**src/rtl/coherence_bus_arbiter.sv**
```systemverilog
// Snooping-bus arbiter between the per-core L1 controllers and L2.
// It grants one core at a time in round-robin order and broadcasts the request to the peer snoopers.
// If no peer supplies the line, the request falls back to L2.
//
// state     | meaning
// ----------+--------------------------------------------------------
// S_IDLE    | bus free, pick next requester from rr_ptr upward
// S_SNOOP   | broadcast latched addr/type to every non-owner snooper
// S_COLLECT | sample peer snoop responses, decide hit / L2 fallback
// S_L2_REQ  | present request to L2 until l2_ready
// S_L2_WAIT | wait for L2 read data / write acknowledge
// S_DONE    | pulse done to owner with data and shared flag
`timescale 1ns/1ps
module coherence_bus_arbiter #(
    parameter int CPU_CORES   = 4,
    parameter int LINE_ADDR_W = 6,
    parameter int DATA_W      = 1
) (
    input  logic                            clk,
    input  logic                            reset_n,
    input  logic [CPU_CORES-1:0]            req_valid,
    input  logic [CPU_CORES*LINE_ADDR_W-1:0] req_addr,
    input  logic [CPU_CORES*2-1:0]          req_type,
    input  logic [CPU_CORES*DATA_W-1:0]     req_wdata,
    output logic [CPU_CORES-1:0]            grant,
    output logic [CPU_CORES-1:0]            done,
    output logic [DATA_W-1:0]               resp_data,
    output logic                            resp_shared,
    output logic [CPU_CORES-1:0]            snoop_valid,
    output logic [LINE_ADDR_W-1:0]          snoop_addr,
    output logic [1:0]                      snoop_req,
    input  logic [CPU_CORES-1:0]            snoop_shared,
    input  logic [CPU_CORES*DATA_W-1:0]     snoop_data,
    output logic                            l2_req_valid,
    output logic                            l2_req_we,
    output logic [LINE_ADDR_W-1:0]          l2_req_addr,
    output logic [DATA_W-1:0]               l2_wdata,
    input  logic                            l2_ready,
    input  logic                            l2_resp_valid,
    input  logic [DATA_W-1:0]               l2_rdata
);
    localparam int OW = (CPU_CORES > 1) ? $clog2(CPU_CORES) : 1;
    localparam logic [1:0] BUS_UPGR = 2'd2;
    localparam logic [1:0] BUS_WB   = 2'd3;

    typedef enum logic [2:0] {
        S_IDLE, S_SNOOP, S_COLLECT, S_L2_REQ, S_L2_WAIT, S_DONE
    } state_t;

    state_t                 state_q, state_d;
    logic [OW-1:0]          rr_ptr_q, owner_q, sel_idx;
    logic                   sel_found;
    logic [LINE_ADDR_W-1:0] addr_q;
    logic [1:0]             type_q;
    logic [DATA_W-1:0]      wdata_q, data_q, peer_data;
    logic                   shared_q, supplied;
    logic [CPU_CORES-1:0]   owner_oh, peer_shared;

    assign owner_oh    = {{(CPU_CORES-1){1'b0}}, 1'b1} << owner_q;
    assign peer_shared = snoop_shared & ~owner_oh;
    assign supplied    = |peer_shared;

    // Round-robin pick: scan from rr_ptr upward, the lowest offset wins.
    always_comb begin
        logic [OW-1:0] idx;
        idx       = '0;
        sel_idx   = '0;
        sel_found = 1'b0;
        for (int i = CPU_CORES - 1; i >= 0; i--) begin
            idx = OW'((int'(rr_ptr_q) + i) % CPU_CORES);
            if (req_valid[idx]) begin
                sel_idx   = idx;
                sel_found = 1'b1;
            end
        end
    end

    // Supplying peer data: the lowest-index responding non-owner wins.
    always_comb begin
        peer_data = '0;
        for (int i = CPU_CORES - 1; i >= 0; i--) begin
            if (peer_shared[i]) peer_data = snoop_data[i*DATA_W +: DATA_W];
        end
    end

    // State register.
    always_ff @(posedge clk or negedge reset_n) begin
        if (!reset_n) state_q <= S_IDLE;
        else          state_q <= state_d;
    end

    // Next-state logic.
    always_comb begin
        state_d = state_q;
        case (state_q)
            S_IDLE:    if (sel_found)
                           state_d = (req_type[sel_idx*2 +: 2] == BUS_WB) ? S_L2_REQ : S_SNOOP;
            S_SNOOP:   state_d = S_COLLECT;
            S_COLLECT: state_d = (type_q == BUS_UPGR || supplied) ? S_DONE : S_L2_REQ;
            S_L2_REQ:  if (l2_ready) state_d = S_L2_WAIT;
            S_L2_WAIT: if (l2_resp_valid) state_d = S_DONE;
            S_DONE:    state_d = S_IDLE;
            default:   state_d = S_IDLE;
        endcase
    end

    // Transaction context, response data and round-robin pointer.
    always_ff @(posedge clk or negedge reset_n) begin
        if (!reset_n) begin
            rr_ptr_q <= '0;
            owner_q  <= '0;
            addr_q   <= '0;
            type_q   <= '0;
            wdata_q  <= '0;
            data_q   <= '0;
            shared_q <= 1'b0;
        end else begin
            case (state_q)
                S_IDLE: if (sel_found) begin
                    owner_q  <= sel_idx;
                    addr_q   <= req_addr[sel_idx*LINE_ADDR_W +: LINE_ADDR_W];
                    type_q   <= req_type[sel_idx*2 +: 2];
                    wdata_q  <= req_wdata[sel_idx*DATA_W +: DATA_W];
                    data_q   <= '0;
                    shared_q <= 1'b0;
                end
                S_COLLECT: begin
                    shared_q <= supplied;
                    data_q   <= peer_data;
                end
                S_L2_WAIT: if (l2_resp_valid && type_q != BUS_WB) data_q <= l2_rdata;
                S_DONE: rr_ptr_q <= (owner_q == OW'(CPU_CORES - 1)) ? '0 : owner_q + 1'b1;
                default: ;
            endcase
        end
    end

    // Outputs decoded from the current state only.
    always_comb begin
        grant        = '0;
        done         = '0;
        resp_data    = '0;
        resp_shared  = 1'b0;
        snoop_valid  = '0;
        snoop_addr   = '0;
        snoop_req    = '0;
        l2_req_valid = 1'b0;
        l2_req_we    = 1'b0;
        l2_req_addr  = '0;
        l2_wdata     = '0;
        if (state_q != S_IDLE) grant = owner_oh;
        case (state_q)
            S_SNOOP: begin
                snoop_valid = ~owner_oh;
                snoop_addr  = addr_q;
                snoop_req   = type_q;
            end
            S_L2_REQ: begin
                l2_req_valid = 1'b1;
                l2_req_we    = (type_q == BUS_WB);
                l2_req_addr  = addr_q;
                l2_wdata     = wdata_q;
            end
            S_DONE: begin
                done        = owner_oh;
                resp_data   = data_q;
                resp_shared = shared_q;
            end
            default: ;
        endcase
    end
endmodule

```
**config.mk**
```make
export PLATFORM = sky130hd
export DESIGN_NAME = coherence_bus_arbiter
export DESIGN_NICKNAME = d
export VERILOG_FILES = /design/src/rtl/coherence_bus_arbiter.sv
export SDC_FILE = /design/constraint.sdc
export NUM_CORES = 1
export LEC_CHECK = 0
export CORE_MARGIN = 2
export CORE_UTILIZATION = 40
export CTS_BUF_LIST = sky130_fd_sc_hd__clkbuf_4
export CTS_CLUSTER_SIZE = 12
export DETAILED_ROUTE_END_ITERATION = 12
export GPL_TIMING_DRIVEN = 0
export PLACE_DENSITY = 0.84
export SLEW_MARGIN = 20
export SYNTH_ARGS = -nofsm -noshare
export SYNTH_HDL_FRONTEND = slang
export SYNTH_SLANG_ARGS = --single-unit
```
**constraint.sdc**
```tcl
create_clock -name clk -period 2.25 [get_ports clk]
set_input_delay 0.3375 -clock clk [delete_from_list [all_inputs] [get_ports clk]]
set_output_delay 0.3375 -clock clk [all_outputs]
set_load 0.02 [all_outputs]
```
=== After elaboration in Yosys (flattened, before gate mapping) ===
Cells that the tools add are included.

* $add $sub $neg: 4
* Reductions and logical operators: 11
* Magnitude comparators: 4
* Eq/ne operators: 14
* Muxes and demuxes: 42
* Bitwise operators: 2
* Shift operators: 4
* Multipliers: 1

{| class="wikitable"
|+ Operators by type and width
! operator !! number
|-
| 24-bit by 6-bit variable part select with 6-bit output || 1
|-
| 1-bit two-way mux || 19
|-
| 3-bit one-hot mux with 5 select lines || 1
|-
| 2-bit two-way mux || 7
|-
| 2-bit by 3-bit < comparator with 1-bit output (second input constant) || 4
|-
| 3-bit two-way mux || 4
|-
| 4-bit two-way mux || 3
|-
| 6-bit two-way mux || 2
|-
| 2-bit inequality test (second input constant) || 5
|-
| 1-bit binary-select mux with 2-bit select || 4
|-
| 2-bit == test (second input constant) || 4
|-
| 8-bit by 4-bit variable part select with 2-bit output || 1
|-
| 3-bit by 2-bit == test with 1-bit output (second input constant) || 2
|-
| 3-bit == test (second input constant) || 2
|-
| 3-bit AND reduction || 2
|-
| 3-bit nonzero test || 2
|-
| 2-bit by 1-bit adder with 2-bit output (second input constant) || 2
|-
| 2-bit adder (second input constant) || 2
|-
| 4-bit bitwise AND || 1
|-
| 2-bit by 2-bit multiplier with 4-bit output (second input constant) || 1
|-
| 4-bit NOT || 1
|-
| 2-bit AND reduction || 2
|-
| 4-bit OR reduction || 1
|-
| 4-bit by 3-bit variable part select with 1-bit output || 1
|-
| 8 further kinds || 8
|}

* Bits in registers: 18
* Word-level logic and storage cells: 90

=== Depth between registers and ports, before layout ===
Gate-level depths: netlist of run 1.

* Depth in word-level cells: 12
* Mapped depth: 8
* Mapped depth without buffers: 8

=== Least setup slack after synthesis of run 1 ===
OpenSTA, ideal clock, no wires.

* Path kind: reg-to-reg
* Start point: reg rr_ptr_q[1]
* End point: reg state_q[1]
* Arrival: 1764 ps
* Stages on the path, launching flop included: 7
* Path slack: 348 ps
* Cells stage by stage: dfrtp_1 -> mux2i_1 -> nor2_2 -> nor3_4 -> mux2_2 -> o221ai_1 -> o221ai_1

* Longest elaborated chain between the ends: 12
* Elaborated cells between the ends (all ways): 26
* Classes of those cells: 3 x add/sub; 2 x eq/ne; 1 x shift; 19 x mux; 1 x reduce/logical

{| class="wikitable"
|+ RTL lines
! element !! line !! source
|-
| start: declaration || 51 || <nowiki>logic [OW-1:0] rr_ptr_q, owner_q, sel_idx;</nowiki>
|-
| start signal: assignment || 132 || <nowiki>S_DONE: rr_ptr_q <= (owner_q == OW'(CPU_CORES - 1)) ? '0 : owner_q + 1'b1;</nowiki>
|-
| 2-bit adder || 70 || <nowiki>idx = OW'((int'(rr_ptr_q) + i) % CPU_CORES);</nowiki>
|-
| 1-bit binary-select mux with 2-bit select || 71 || <nowiki>if (req_valid[idx]) begin</nowiki>
|-
| 1-bit two-way mux (implied by the code) || 71 ||
|-
| 2-bit two-way mux (4 in series) || 71 ||
|-
| 8-bit by 4-bit variable part select with 2-bit output || 97 || <nowiki>state_d = (req_type[sel_idx*2 +: 2] == BUS_WB) ? S_L2_REQ : S_SNOOP;</nowiki>
|-
| 2-bit == test || 97 ||
|-
| 2-bit two-way mux || 97 ||
|-
| 3-bit two-way mux || 96 || <nowiki>S_IDLE: if (sel_found)</nowiki>
|-
| 3-bit one-hot mux with 5 select lines || 95 || <nowiki>case (state_q)</nowiki>
|-
| end signal: assignment || 89 || <nowiki>else state_q <= state_d;</nowiki>
|-
| end: declaration || 50 || <nowiki>state_t state_q, state_d;</nowiki>
|}

Several ways; a longest one is shown, not always the timed one. The select of a mux whose other input is x is not followed.
A chain may end at the register's enable or synchronous reset.

=== Worst setup path after layout of run 1 ===
* Start point: reg owner_q[0]
* End point: out grant[0]

* Longest elaborated chain between the ends: 2

{| class="wikitable"
|+ RTL lines
! element !! line !! source
|-
| start: declaration || 51 ||
|-
| start signal: assignment || 120 || <nowiki>owner_q <= sel_idx;</nowiki>
|-
| 1-bit by 2-bit left shift with 4-bit output || 59 || <nowiki>assign owner_oh = {{(CPU_CORES-1){1'b0}}, 1'b1} << owner_q;</nowiki>
|-
| 4-bit two-way mux || 151 || <nowiki>if (state_q != S_IDLE) grant = owner_oh;</nowiki>
|-
| end: declaration || 25 || <nowiki>output logic [CPU_CORES-1:0] grant,</nowiki>
|}

Every way passes these cells.

==> results of run 1 <==
[kinds of logic (layout without fill, tap and decap cells)]
group | after synthesis | in the layout | synth area share
AND/OR/NAND/NOR | 80 | 80 | 0.2704
AO/OA/AOI/OAI | 42 | 42 | 0.1865
multiplexers | 27 | 27 | 0.1764
flip-flops | 18 | 18 | 0.2797
buffers and inverters | 16 | 110 | 0.05594
adder cells (fa/ha/maj) | 4 | 4 | 0.03108
[worst paths after layout]
check,from,endpoint,slack (ns),cells past startpoint
setup / recovery,owner_q[0],grant[0],0.12,4
hold / removal,addr_q[0],addr_q[0],0.49,2
setup reg to reg,rr_ptr_q[1],addr_q[1],0.35,8
hold reg to reg,addr_q[0],addr_q[0],0.49,2
max in group asynchronous,reset_n,state_q[2],1.18,1
min in group asynchronous,reset_n,addr_q[1],0.51,1
[stage by stage]
| step | instances | worst slack, ns | hold WS, ns | total power, mW |
|---|---|---|---|---|
| 2_1_floorplan | 187 | 0.3477 | 0.04191 | 1.863 |
| 3_3_place_gp | 320 | -0.3802 | 0.4654 | 2.514 |
| 3_5_place_dp | 320 | -0.3670 | 0.4771 | 2.559 |
| 4_1_cts | 327 | -0.06724 | 0.5001 | 2.761 |
| 5_1_grt | 331 | 0.001044 | 0.5261 | 3.006 |
| 6_report | 331 | 0.1152 | 0.4948 | 2.799 |
[registers in the layout, indices dropped and copies added (netlist names)]
signal / count
data_q: 1
shared_q: 1
rr_ptr_q: 2
state_q: 3
owner_q: 2
wdata_q: 1
type_q: 2
addr_q: 6
[layout by cell type (no fill, tap or decap), types with 5 or more instances in the layout]
master,count
nand2_1,19
clkdlybuf4s50_1,55
nand3_1,5
dlygate4sd2_1,11
clkbuf_2,16
mux2i_1,16
o21ai_2,7
o21ai_0,8
a21oi_1,6
inv_1,5
and2_1,20
dfrtp_1,17
nor2_1,10
mux2_2,11
nor2b_1,5
buf_4,10
[power breakdown]
group	switching, mW	internal [mW]	leakage, nW
clock	0.109	0.0646	0.0154
combinational	1.06	0.922	0.967
sequential	0.158	0.481	0.222
total	1.33	1.47	1.20
[layout make-up]
class | count | area [um2] | share of cell area
Multi-Input combinational cell | 153 | 1114 | 0.4346
Sequential cell | 18 | 451.7 | 0.1763
Tap cell | 50 | 62.56 | 0.02441
Inverter | 7 | 30.03 | 0.01172
Clock inverter | 1 | 3.754 | 0.001465
Timing Repair Buffer | 92 | 817.0 | 0.3188
Buffer | 7 | 61.31 | 0.02393
Clock buffer | 3 | 22.52 | 0.008789
[worst max-delay path: cells and delay by family (launching register included)]
| family | cells | cell delay, ns |
|---|---|---|
| simple gates | 1 | 0.14 |
| flops | 1 | 0.45 |
| fa+ha+maj | 1 | 0.21 |
| buf+inv | 2 | 0.70 |
[what timing repair did]
item,in CTS,in global routing
endpoints found under the setup margin,32,22
pin swaps,2,2
gates resized for setup,39,37
buffers inserted,5,4
[layer usage]
metal,GRT usage,vias to the layer above
li1,-,859
met1,0.2756,788
met2,0.3478,49
met3,0.01667,4
met4,0.06122,0
met5,0,-
==> run summary, run 1 <==
On the critical path, the stage with the largest delay is an instance of clkdlybuf4s50_1. CTS saw 18 sinks. The final count of hold timing violations came out at 0.

For this design the ratio of total power to cell area is 1092 nW/um2. Once layout is done, the placed cells without fillers occupy around 2600 um2. At the pin with the least slew margin, the transition time is roughly 0.83 ns. The worst hold path belongs to the class reg -> reg.

The average size of a mapped cell is approximately 8.6 um2. The critical path data arrival time came out at 1.80 ns. The width of the die is 67.45 um. The total overflow reported by the global router is 0.

The synthesized netlist occupies a cell area of between 1500 and 2000 um2. Counting distinct cell types in the post-synthesis netlist gives 46. The global-route wire length before repair is around 7.0 mm. The number of antenna violations at the first check in global routing is 0. The number of nets in the synthesized netlist came out at 244.

STA classifies the critical path startpoint as a flip-flop. The quantity of I/O buffers inserted on ports came out at 83. At the end of routability-driven placement, the weighted congestion stood at about 0.9. The proportion of register bits with asynchronous set or reset after synthesis is 1.000.

The die span in y is 67.45 um. The max-capacitance violation count is 0. For this run, the detailed router's first-pass iteration total came to 4. The fill cell instance count of the final layout is roughly 330. Among all flip-flop cells after synthesis, the most frequent one is dfrtp_1. The H-tree depth is 1.

Measured against its own limit, the worst slew margin works out to 0.4437. The growth of design area from synthesis to finish came out at 59.13%. The clock slew seen by the registers of the worst setup and hold paths is about 0.11 ns. The flow ran to the end, and the final reports show no timing, DRC or antenna violations. The peak supply drop came out at 487.2 uV.

The core occupancy in the finished layout is 0.6500. The top layer reached by signal wires is met4. For this block, wires on met1 add up to just under 2 mm. The critical path in this run is classified as reg -> out. Of the synthesized area, sequential elements account for 0.2797. The clock tree skew after final layout is between 0.0015 and 0.002 ns. Entering global routing, the biggest net connects 19 pins. The final routed wire length divided by cell count is roughly 14 um.

The count of synthesis-stage warnings from yosys is 0. The endpoint kind of the worst setup timing path is an output pin. By area the synthesized netlist is led by dfrtp_1, mux2i_1, and2_1, mux2_2, nand2_1. Based on the critical path, the design can be clocked at up to about 470 MHz.

The total clock buffers created by CTS is 3. The placed instances occupy a cell area of ~2500 um2. The I/O pin count is 84. The total routing resource utilization after global routing is 0.2042. The biggest area contributor in the post-synthesis netlist is dfrtp_1. The aggregate routed wire length is around 4.6 mm. The required time of the critical path came out at 1.91 ns. The post-route minimum period came out at around 2.1 ns.

The critical path goes through inv_1 > ha_1 > nor2b_1 > clkdlybuf4s50_1. The post-detailed-placement half-perimeter wirelength came out at 3.626 mm. The clock root buffer master is clkbuf_4. The initial utilization of the core area, before any placement, comes to 0.4084.

Setup violations remaining at the end of the flow were counted as 0. The die covers 4550 um2. The most repeated cell in the gate-level netlist after synthesis is and2_1. The leakage power total is 1.204 nW. The top-area cell type share of the netlist area came out at 0.2797. The final number of max-transition violations came to 0. The routed wire length on met3 came out at ~200 um. The top fanout value on the critical path came out at 5.

Of the cells placed in the final design, the portion with a size suffix greater than 1 is 0.2313. The met2 layer wire length in the routed design is approximately 2.5 mm. The TritonCTS clock tree is done. The count of hold buffers inserted by post-cts repair came out at 0. Of the available clock period, the critical path in the final layout requires 0.9488. The insertion delay of the later-clocked pin in the worst-skew pair is around 0.30 ns.

The delay contributed by the slowest stage of the critical path came out at ~0.60 ns. The via-per-instance ratio came out at ~5. The total number of nets in the final design came out at 339. Setup repair after global routing left no endpoint under its margin. The count of unresolved DRC violations after routing is 0. The final sum of negative setup slack is 0 ns. The commonest cells after synthesis are and2_1, nand2_1, dfrtp_1, mux2i_1, mux2_2. The core area is a little under 4000 um2. The initial DRC count is 145. The number of register bits inferred by synthesis is 18. The maximum clock insertion buffer count came out at 2. Across all layers, the routed design uses 1700 vias. The via count of the first global-routing pass is 1500. Synthesis handed over a netlist of ~190 instances.

The remaining antenna violation count after routing is 0. The number of antenna diodes in the final layout is 0. The number of flops mapped to enable cells by yosys is 0. The number of rows in the core area came out at 23.
Note: power is estimated with default switching activity, not from simulation.
==> inputs of run 2 (changes only) <==
Settings changed: CORE_ASPECT_RATIO from default to 0.9.
==> run summary, run 2 (synthesized netlist as in run 1, its figures left out) <==
Summed over all cells, the static leakage comes to around 1.2 nW. The width of the die is slightly above 70 um. The post-placement cell count is 316. The number of antenna violations at the first check in global routing is 0. The number of rows in the core area is 21. During placement, the flow inserted port buffers numbering between 80 and 90.

The endpoint kind of the worst setup timing path is an output pin. The type of the most critical hold path is reg -> reg. The I/O pin count came out at 84. The ratio of cells with drive above 1 in the final layout came out at 0.2413. The setup path with the least slack is of type reg -> out. TritonCTS built the clock tree.

The largest registers in the layout are addr_q x6, state_q x3. The sequential cell fraction of total power is 0.220. The total net switching power came out at between 1 and 1.5 mW.

The initial DRC count is about 90. The fmax is approximately 470 MHz. Counting stages on the worst path, the most repeated cell is buf_4.

The count of hold buffers inserted by post-cts repair is 0. The via count of the first global-routing pass came out at about 1700. In this run the number of H-tree levels came out at 1. The fill cell instance count of the final layout came out at 325. Setup slack on the critical path of the routed design comes to between 0.1 and 0.15 ns. The finished cells cover around 2600 um2.

The combinational power share is 0.716. Of the total power, the clock network draws 0.064. The core occupancy in the finished layout is 0.6888. The insertion delay of the later-clocked pin in the worst-skew pair is 0.31 ns.

The worst pin sits at a relative slew slack of 0.4046. The finished layout holds between 300 and 400 standard cells, fillers aside. The total overflow reported by the global router came out at 0. In the layout the commonest cells are clkdlybuf4s50_1, and2_1, nand2_1.

In the final design database the tool counted roughly 340 nets. The power density normalized to cell area is 1106 nW/um2. The max-capacitance violation count is 0. The total clock buffers created by CTS is 3. The number of setup violations in the final report is 0. The clock slew seen by the registers of the worst setup and hold paths is between 0.1 and 0.15 ns. The most flop-heavy register is addr_q. The number of flip-flops under the largest register name is 6.

Traced cell by cell, the critical path runs through buf_6 > clkinvlp_4 > nor3_4 > buf_4 > buf_4 > and2_1 > buf_2. The die span in y came out at ~64 um. The worst setup path startpoint is state_q[0]. Leaving out fill and tap cells, the most frequent cell in the layout is clkdlybuf4s50_1. The final number of max-transition violations came out at 0. The growth of design area from synthesis to finish came out at 61.85%.

The total routing resource utilization after global routing is 0.2165. The post-route minimum period is roughly 2.1 ns. The worst register-to-register path begins at rr_ptr_q[1]. The peak supply drop came out at roughly 540 uV. After detailed routing, the average wire length per cell comes to ~15 um. The global-route wire length before repair came out at 7.852 mm. The tree is rooted in a clkbuf_4.

The worst setup slack before clock tree synthesis is -0.3456 ns. The final RePlAce weighted congestion came out at just under 0.9. The switching portion of total power is 0.4743. The via-per-instance ratio is around 5.4.

In this run the most critical hold path is launched from addr_q[2]. The maximum number of pins on one net before global-route repair came out at 19. The required time of the critical path is 1.91 ns. The cell area reported after detailed placement is 2499 um2. Summed over all layers, the routed wires come to a little under 5 mm. The flow ran to the end, and the final reports show no timing, DRC or antenna violations.

The slowest stage of the critical path is the dfrtp_1 cell. The final count of hold timing violations was 0. The number of buffers and inverters on the critical path is 5. The startpoint type of the worst setup path is a flip-flop. Cell internal power was estimated by the tool at 1.515 mW. Broken down by cell family, the worst path's largest delay share belongs to buffers and inverters. The detailed-router iteration count before antenna repair is 4. The number of clock sinks came out at 18.

The maximum clock insertion buffer count came out at 2. The number of antenna cells inserted came out at 0. The clock tree skew after final layout is roughly 0.0080 ns. The total vias in the final route came out at around 1800. The remaining antenna violation count after routing came out at 0. For the pin with the worst max-slew slack, the measured transition is 0.8903 ns. After detailed routing, the number of remaining DRC violations is 0. The die covers approximately 4500 um2. The critical path data arrival time came out at roughly 1.8 ns. The post-route fraction of the period consumed by the critical path is 0.9534. The initial core utilization is 0.4256.

The floorplan step defined a core boundary enclosing 3784 um2. In this design, the stage delay of the slowest critical-path cell is around 0.37 ns. The top fanout value on the critical path came out at 9. The post-detailed-placement half-perimeter wirelength came out at ~3.7 mm.
==> run 2: power by group through the flow <==
stage	Clock [mW]	Sequential [mW]	Combinational, mW
final	0.185	0.633	2.06
after global routing	0.200	0.657	2.25
after CTS	0.184	0.622	2.01
after detailed placement	0	0.607	1.95
after global placement	0	0.596	1.92
after floorplan	0	0.569	1.29
==> run 2: final cells by class <==
type | instances | area (um2) | area share
repair buffers | 98 | 865.8 | 0.3322
multi-input cells | 153 | 1114 | 0.4273
flip-flops and latches | 18 | 452.9 | 0.1738
clock inverters | 1 | 3.754 | 0.001440
plain buffers | 6 | 60.06 | 0.02304
well taps | 46 | 57.56 | 0.02208
inverters | 7 | 30.03 | 0.01152
clock buffers | 3 | 22.52 | 0.008641
==> run 2: final timing paths <==
kind / slack, ns / cells past startpoint / endpoint
worst max-delay path: 0.10 / 7 / snoop_addr[4]
worst min-delay path: 0.50 / 2 / addr_q[2]
worst max register to register: 0.36 / 8 / addr_q[1]
worst min register to register: 0.50 / 2 / addr_q[2]
max in group asynchronous: 1.14 / 1 / state_q[1]
min in group asynchronous: 0.51 / 1 / state_q[2]
==> run 2: timing repair <==
| item | in CTS | in global routing |
|---|---|---|
| pin swaps | 2 | 2 |
| setup buffers | 9 | 6 |
| resized for setup | 44 | 30 |
| endpoints found under the setup margin | 33 | 21 |
==> run 2: worst reg2reg max path, delay by kind of cell (launching register included) <==
| family | cells | cell delay, ns |
|---|---|---|
| flops | 1 | 0.47 |
| mux | 2 | 0.39 |
| compound gates | 2 | 0.38 |
| simple gates | 2 | 0.29 |
| buf+inv | 2 | 0.29 |
==> run 2: metal layers <==
metal,up-vias,GRT usage,routed length (um)
met4,0,0.05660,107
met2,66,0.3727,2479
li1,880,-,-
met3,12,0.03943,246
met5,-,0,0
met1,838,0.2786,2073
==> run 2: metrics by stage <==
step	setup TNS (ns)	hold WS, ns	total power, mW
6_report	0	0.5030	2.882
2_1_floorplan	0	0.04191	1.863
3_3_place_gp	-5.839	0.4556	2.514
3_5_place_dp	-6.055	0.4764	2.554
4_1_cts	-0.2190	0.5021	2.811
5_1_grt	-0.002859	0.5238	3.111
